==> src/rtl/regfile_writeback_if.sv <==
// Result/write-port bundle for regfile_writeback: ALU and MEM result channels
// (valid/ready) plus the registered Regfile write port.
interface regfile_writeback_if #(
  parameter int XLEN = 32
);
  logic            a_valid;
  logic            a_ready;
  logic [4:0]      a_rd;
  logic [XLEN-1:0] a_data;
  logic            m_valid;
  logic            m_ready;
  logic [4:0]      m_rd;
  logic [XLEN-1:0] m_data;
  logic [4:0]      reg_wa;
  logic [XLEN-1:0] wa_data;
  logic            reg_r_w;
  logic            neg_enable;

  // Writeback block side: consumes results, drives the Regfile write port.
  modport slave (
    input  a_valid, a_rd, a_data, m_valid, m_rd, m_data,
    output a_ready, m_ready, reg_wa, wa_data, reg_r_w, neg_enable
  );

  // Producer / environment side.
  modport master (
    output a_valid, a_rd, a_data, m_valid, m_rd, m_data,
    input  a_ready, m_ready, reg_wa, wa_data, reg_r_w, neg_enable
  );
endinterface

==> src/rtl/regfile_writeback.sv <==
// Regfile writeback: accepts ALU and MEM results, queues them in order
// (MEM before ALU when both arrive together), retires one write per clock
// and offers combinational forwarding of pending writes to decode.
module regfile_writeback #(
  parameter int DEPTH = 4,
  parameter int XLEN  = 32
) (
  input  logic                     clk,
  input  logic                     reset,
  regfile_writeback_if.slave       bus,
  input  logic                     wr_hold,
  input  logic [4:0]               q_ra,
  input  logic [4:0]               q_rb,
  output logic                     fa_hit,
  output logic [XLEN-1:0]          fa_data,
  output logic                     fb_hit,
  output logic [XLEN-1:0]          fb_data,
  output logic [$clog2(DEPTH):0]   wb_count,
  output logic                     wb_empty
);
  localparam int PW = $clog2(DEPTH);
  localparam int CW = PW + 1;

  // Queue storage; entries are never reset, occupancy comes from count_q.
  logic [4:0]      ent_rd   [DEPTH];
  logic [XLEN-1:0] ent_data [DEPTH];

  logic [CW-1:0]   count_q, count_d;
  logic [PW-1:0]   rd_ptr_q, rd_ptr_d;
  logic [PW-1:0]   wr_ptr_q, wr_ptr_d;
  logic            reg_r_w_q, reg_r_w_d;
  logic [4:0]      reg_wa_q, reg_wa_d;
  logic [XLEN-1:0] wa_data_q, wa_data_d;

  logic [CW-1:0]   free;
  logic            m_ready_c, a_ready_c;
  logic            m_enq, a_enq, pop;
  logic            wen0, wen1;
  logic [PW-1:0]   waddr0, waddr1;
  logic [4:0]      wrd0, wrd1;
  logic [XLEN-1:0] wdat0, wdat1;

  // Handshake, enqueue slot assignment, pointer/count and output-stage next state.
  always_comb begin
    free      = CW'(DEPTH) - count_q;
    // Ready depends only on registered occupancy and m_valid, so no a_valid loop.
    m_ready_c = (free >= CW'(1));
    a_ready_c = (free >= CW'(1)) && (!bus.m_valid || (free >= CW'(2)));
    // rd==0 results complete their handshake but are discarded.
    m_enq     = bus.m_valid && m_ready_c && (bus.m_rd != 5'd0);
    a_enq     = bus.a_valid && a_ready_c && (bus.a_rd != 5'd0);
    pop       = (count_q != '0) && !wr_hold;

    wen0   = 1'b0;
    wen1   = 1'b0;
    waddr0 = wr_ptr_q;
    waddr1 = wr_ptr_q + PW'(1);
    wrd0   = bus.m_rd;
    wdat0  = bus.m_data;
    wrd1   = bus.a_rd;
    wdat1  = bus.a_data;
    if (m_enq) begin
      wen0 = 1'b1;
      wen1 = a_enq;
    end else if (a_enq) begin
      wen0  = 1'b1;
      wrd0  = bus.a_rd;
      wdat0 = bus.a_data;
    end

    wr_ptr_d = wr_ptr_q + PW'(m_enq) + PW'(a_enq);
    rd_ptr_d = rd_ptr_q + PW'(pop);
    count_d  = count_q + CW'(m_enq) + CW'(a_enq) - CW'(pop);

    reg_r_w_d = pop;
    reg_wa_d  = reg_wa_q;
    wa_data_d = wa_data_q;
    if (pop) begin
      reg_wa_d  = ent_rd[rd_ptr_q];
      wa_data_d = ent_data[rd_ptr_q];
    end
  end

  // Queue entry writes (up to two per cycle).
  always_ff @(posedge clk) begin
    if (wen0) begin
      ent_rd[waddr0]   <= wrd0;
      ent_data[waddr0] <= wdat0;
    end
    if (wen1) begin
      ent_rd[waddr1]   <= wrd1;
      ent_data[waddr1] <= wdat1;
    end
  end

  // Control state and registered Regfile write port; reset drops everything in flight.
  always_ff @(posedge clk or posedge reset) begin
    if (reset) begin
      count_q   <= '0;
      rd_ptr_q  <= '0;
      wr_ptr_q  <= '0;
      reg_r_w_q <= 1'b0;
      reg_wa_q  <= '0;
      wa_data_q <= '0;
    end else begin
      count_q   <= count_d;
      rd_ptr_q  <= rd_ptr_d;
      wr_ptr_q  <= wr_ptr_d;
      reg_r_w_q <= reg_r_w_d;
      reg_wa_q  <= reg_wa_d;
      wa_data_q <= wa_data_d;
    end
  end

  logic [4:0] fwd_q [2];
  assign fwd_q[0] = q_ra;
  assign fwd_q[1] = q_rb;

  for (genvar gi = 0; gi < 2; gi++) begin : g_fwd
    logic            hit;
    logic [XLEN-1:0] dat;
    // Forwarding lookup: output stage first, then queue oldest->newest so the youngest wins.
    always_comb begin
      hit = 1'b0;
      dat = '0;
      if (reg_r_w_q && (reg_wa_q == fwd_q[gi])) begin
        hit = 1'b1;
        dat = wa_data_q;
      end
      for (int k = 0; k < DEPTH; k++) begin
        if ((CW'(k) < count_q) && (ent_rd[rd_ptr_q + PW'(k)] == fwd_q[gi])) begin
          hit = 1'b1;
          dat = ent_data[rd_ptr_q + PW'(k)];
        end
      end
      if (fwd_q[gi] == 5'd0) begin
        hit = 1'b0;
        dat = '0;
      end
    end
  end

  assign fa_hit         = g_fwd[0].hit;
  assign fa_data        = g_fwd[0].dat;
  assign fb_hit         = g_fwd[1].hit;
  assign fb_data        = g_fwd[1].dat;
  assign bus.m_ready    = m_ready_c;
  assign bus.a_ready    = a_ready_c;
  assign bus.reg_wa     = reg_wa_q;
  assign bus.wa_data    = wa_data_q;
  assign bus.reg_r_w    = reg_r_w_q;
  assign bus.neg_enable = ~reg_r_w_q;
  assign wb_count       = count_q;
  assign wb_empty       = (count_q == '0) && !reg_r_w_q;
endmodule

==> src/flat_wrapper.sv <==
// flat-port wrapper written by rule: the top's interface ports become plain ports
module regfile_writeback_flat 
#(
  parameter int DEPTH = 4,
  parameter int XLEN  = 32
)
  (clk, reset, wr_hold, q_ra, q_rb, fa_hit, fa_data, fb_hit, fb_data, wb_count, wb_empty, bus_a_valid, bus_a_rd, bus_a_data, bus_m_valid, bus_m_rd, bus_m_data, bus_a_ready, bus_m_ready, bus_reg_wa, bus_wa_data, bus_reg_r_w, bus_neg_enable);
  regfile_writeback_if #(.XLEN(XLEN)) bus_i ();
  input  logic clk;
  input  logic reset;
  input  logic wr_hold;
  input  logic [4:0] q_ra;
  input  logic [4:0] q_rb;
  output logic fa_hit;
  output logic [XLEN-1:0] fa_data;
  output logic fb_hit;
  output logic [XLEN-1:0] fb_data;
  output logic [$clog2(DEPTH):0] wb_count;
  output logic wb_empty;
  input wire logic [$bits(bus_i.a_valid)-1:0] bus_a_valid;
  input wire logic [$bits(bus_i.a_rd)-1:0] bus_a_rd;
  input wire logic [$bits(bus_i.a_data)-1:0] bus_a_data;
  input wire logic [$bits(bus_i.m_valid)-1:0] bus_m_valid;
  input wire logic [$bits(bus_i.m_rd)-1:0] bus_m_rd;
  input wire logic [$bits(bus_i.m_data)-1:0] bus_m_data;
  output wire logic [$bits(bus_i.a_ready)-1:0] bus_a_ready;
  output wire logic [$bits(bus_i.m_ready)-1:0] bus_m_ready;
  output wire logic [$bits(bus_i.reg_wa)-1:0] bus_reg_wa;
  output wire logic [$bits(bus_i.wa_data)-1:0] bus_wa_data;
  output wire logic [$bits(bus_i.reg_r_w)-1:0] bus_reg_r_w;
  output wire logic [$bits(bus_i.neg_enable)-1:0] bus_neg_enable;
  assign bus_i.a_valid = bus_a_valid;
  assign bus_i.a_rd = bus_a_rd;
  assign bus_i.a_data = bus_a_data;
  assign bus_i.m_valid = bus_m_valid;
  assign bus_i.m_rd = bus_m_rd;
  assign bus_i.m_data = bus_m_data;
  assign bus_a_ready = bus_i.a_ready;
  assign bus_m_ready = bus_i.m_ready;
  assign bus_reg_wa = bus_i.reg_wa;
  assign bus_wa_data = bus_i.wa_data;
  assign bus_reg_r_w = bus_i.reg_r_w;
  assign bus_neg_enable = bus_i.neg_enable;
  regfile_writeback #(.DEPTH(DEPTH), .XLEN(XLEN)) u_core (.clk(clk), .reset(reset), .bus(bus_i), .wr_hold(wr_hold), .q_ra(q_ra), .q_rb(q_rb), .fa_hit(fa_hit), .fa_data(fa_data), .fb_hit(fb_hit), .fb_data(fb_data), .wb_count(wb_count), .wb_empty(wb_empty));
endmodule
==> config.mk <==
export PLATFORM = sky130hd
export DESIGN_NAME = regfile_writeback_flat
export DESIGN_NICKNAME = d
export VERILOG_FILES = /design/src/rtl/regfile_writeback_if.sv /design/src/rtl/regfile_writeback.sv /design/src/flat_wrapper.sv
export SDC_FILE = /design/constraint.sdc
export NUM_CORES = 1
export LEC_CHECK = 0
export BUFFER_PORTS_ARGS = -buffer_cell sky130_fd_sc_hd__buf_4
export CAP_MARGIN = 20
export CORE_MARGIN = 10
export CORE_UTILIZATION = 61
export CTS_BUF_LIST = sky130_fd_sc_hd__clkbuf_2
export DETAILED_ROUTE_END_ITERATION = 16
export PLACE_DENSITY_LB_ADDON = 0.08
export SLEW_MARGIN = 25
export SYNTH_ARGS = -nofsm -noshare
export SYNTH_HDL_FRONTEND = slang
export SYNTH_SLANG_ARGS = --single-unit
==> constraint.sdc <==
create_clock -name clk -period 5.1 [get_ports clk]
set_input_delay 1.02 -clock clk [delete_from_list [all_inputs] [get_ports clk]]
set_output_delay 1.02 -clock clk [all_outputs]
set_load 0.02 [all_outputs]
==> reports/metrics.cfg <==
[run_status]
run_status=finished, final reports clean

[routing]
vias_per_cell=6.56
route.detailed.drc=0
vias=12500
drt_iter0_drc=2129
wire_per_inst_um=25.2
finalWirelength_um=48000
ant_nets=0
drtPass1Iterations=6

[power_and_ir_drop]
irDropWorstVdd_uv=699
p_sw_share_pct=51.7
p_leak_uw=0.00693
power_density_nw_per_um2=732
fin_total_pwr_uw=12500
cell_internal_pwr_uw=6020
seq_power_share_pct=24.4
clockPowerShare_pct=6.5
combinationalPowerShare_pct=69.1
switchingPower_uw=6450

[sta]
max-slew-margin-rel_pct=34.1
finalSetupViolCount=0
tns_ns=0
timing.fmax_mhz=204
fin_skew_ns=0.0774
min_period_over_period_pct=95.9
finalHoldViolations=0
rsz0062_at_grt=no
worst_pin_slew_ns=0.989
holdWs_ns=0.330
layout_setup_ws_ns=0.207
layout_min_cycle_time_ns=4.89
final_max_slew_viol_count=0

[clocking]
clock_latency_ns=0.81
hold_buffers=0
cts_tree=built
clock_sinks=193
root_buffer=clkbuf_2
clock_path_buffers=2
htree_levels=4
cts_buffers=17
clkTransAtPathRegs_ns=0.37

[setup_path]
path_class=reg2out
worst_setup_path_start_kind=flop
worstPathArrival_ns=3.87
cp.required_ns=4.08
r2r_end=u_core.ent_data[3][22]$_DFFE_PP_
critPathCaptureType=primary output
cp_max_fo=129
reg2reg_from=u_core.wb_count[0]$_DFF_PP0_
r2r_cells=10
rrSetupSlack_ns=1.21

[floorplan]
initial_utilization_pct=61.7
dieArea_um2=31200
dieHeight_um=177
coreArea_um2=24200
die_w_um=177
rows=57
pin_count=200

[final_layout]
final_cell_mix=buf_4 (232), mux2_2 (228), nand2_1 (213), edfxtp_1 (148), mux2i_1 (125)
nNetsFinal=1667
drive_gt1_share_pct=35.6
final_common_cell=buf_4
area_growth_pct=13.8
fin_util_pct=70.2

[grt]
grt_remaining_overflow=0
grt_pass1_wl_um=71300
grt_max_degree=130
grt_pass1_vias=11516
track_usage_pct=29.6
grt_antenna_before_repair=1

[worst_hold_path]
min_path_type=in2async

[synthesis]
synth.avg_cell_area_um2=10.5
synth-seq-cells=193
yosysUniqueCellTypes=58
ys_seq_area_share_pct=37.2
syn_area_um2=15000
async_flop_share_pct=23.3
synth_ff_type=edfxtp_1
syn_nets=1531
synth-edff-count=148
ys_warn_count=0
synth_cells=1431

[placed_design]
place_ws_ns=0.685
gp_congestion=0.876
dp_hpwl_um=34100
port_buffers=199

[flow_run]
drv.max_cap_violation_count=0

layout make-up:
class,count,area (um^2)
Antenna cell,1,2.50
Clock buffer,18,90.1
Clock inverter,14,180
Fill cell,1837,7220
Inverter,22,83.8
Multi-Input combinational cell,1093,8810
Sequential cell,193,5580
Tap cell,324,405
Timing Repair Buffer,240,1880
logic make-up after synthesis:
group | share of synthesized area, %
AO/OA/AOI/OAI | 13.8
XOR/XNOR | 3.31
adder cells (fa/ha/maj) | 1.07
buffers and inverters | 4.48
flip-flops | 37.2
multiplexers | 28.5
AND/OR/NAND/NOR | 11.6
critical path, cell delays in order, from the launching register on:
cell,delay [ns]
dfrtp_4,0.65
buf_16,0.55
mux2_2,0.45
mux2i_1,0.50
inv_1,0.09
a221o_1,0.33
a211oi_1,0.20
a211oi_1,0.07
buf_4,0.18
power groups by stage:
stage,Sequential (uW),Clock (uW),Combinational [uW]
finish,3040,816,8610
global route,3120,881,9130
CTS,3080,823,8250
detailed placement,3130,0,8200
global placement,3080,0,8090
floorplan,3090,0,5420
flip-flops by register name, indices dropped and copies added, names as in the netlist:
name and count:
u_core.wb_count 3, u_core.waddr0 2, u_core.rd_ptr_q 2, u_core.ent_rd 20, u_core.bus.wa_data 32, u_core.bus.reg_wa 5, u_core.bus.reg_r_w 1, u_core.ent_data 128
routing by layer:
metal | wire length [um] | global-route usage [%] | vias up
met4 | 402 | 4.38 | 0
met1 | 21500 | 46.9 | 5891
li1 | - | - | 5689
met2 | 18500 | 36.8 | 884
met3 | 7580 | 11.6 | 36
met5 | 0 | 0 | -
Yosys cell counts (6+ instances only):
cell type | number | share of area [%]
o221ai_1 | 12 | 0.70
o211ai_1 | 56 | 2.8
o21ai_0 | 60 | 2.0
a211oi_1 | 11 | 0.55
a221o_1 | 31 | 2.1
a221oi_1 | 31 | 1.8
dfrtp_1 | 45 | 7.5
nand2_1 | 213 | 5.3
xnor2_1 | 34 | 2.0
xor2_1 | 17 | 1.0
ha_1 | 8 | 0.67
and3_1 | 25 | 1.0
buf_1 | 13 | 0.33
edfxtp_1 | 148 | 30
inv_1 | 21 | 0.53
and2_1 | 26 | 1.1
buf_2 | 32 | 1.1
o221ai_2 | 14 | 1.4
mux2i_1 | 125 | 8.4
nand4_1 | 6 | 0.25
clkbuf_1 | 60 | 1.5
a21oi_1 | 36 | 1.2
nor3_1 | 13 | 0.43
mux2_2 | 228 | 17
nand3_1 | 32 | 1.1
nor2_1 | 43 | 1.1
buf_4 | 13 | 0.65
mux4_2 | 17 | 2.6
worst max path at each step:
stage	startpoint	end	slack (ns)	cells after the start
2_1_floorplan	u_core.wb_count[0]$_DFF_PP0_	u_core.ent_data[3][0]$_DFFE_PP_	0.92	10
3_3_place_gp	q_ra[1]	fa_data[15]	0.72	9
3_5_place_dp	q_ra[1]	fa_data[15]	0.68	9
4_1_cts	u_core.rd_ptr_q[0]$_DFF_PP0_	fa_data[31]	0.05	9
5_1_grt	u_core.rd_ptr_q[1]$_DFF_PP0_	fa_data[16]	0.02	8
6_report	u_core.rd_ptr_q[1]$_DFF_PP0_	fa_data[16]	0.21	8
stage by stage:
step | area (um^2) | instances
after global routing | 17000 | 1905
after CTS | 16900 | 1895
after detailed placement | 16600 | 1863
after global placement | 16600 | 1863
after floorplan | 15000 | 1431
final | 17000 | 1905
timing repair:
item                       CTS  global route
buffers inserted             0             9
resized for setup            3             1
setup endpoints to repair   29            65
pin swaps                    0             1
Power figures use the tool's default switching activity.
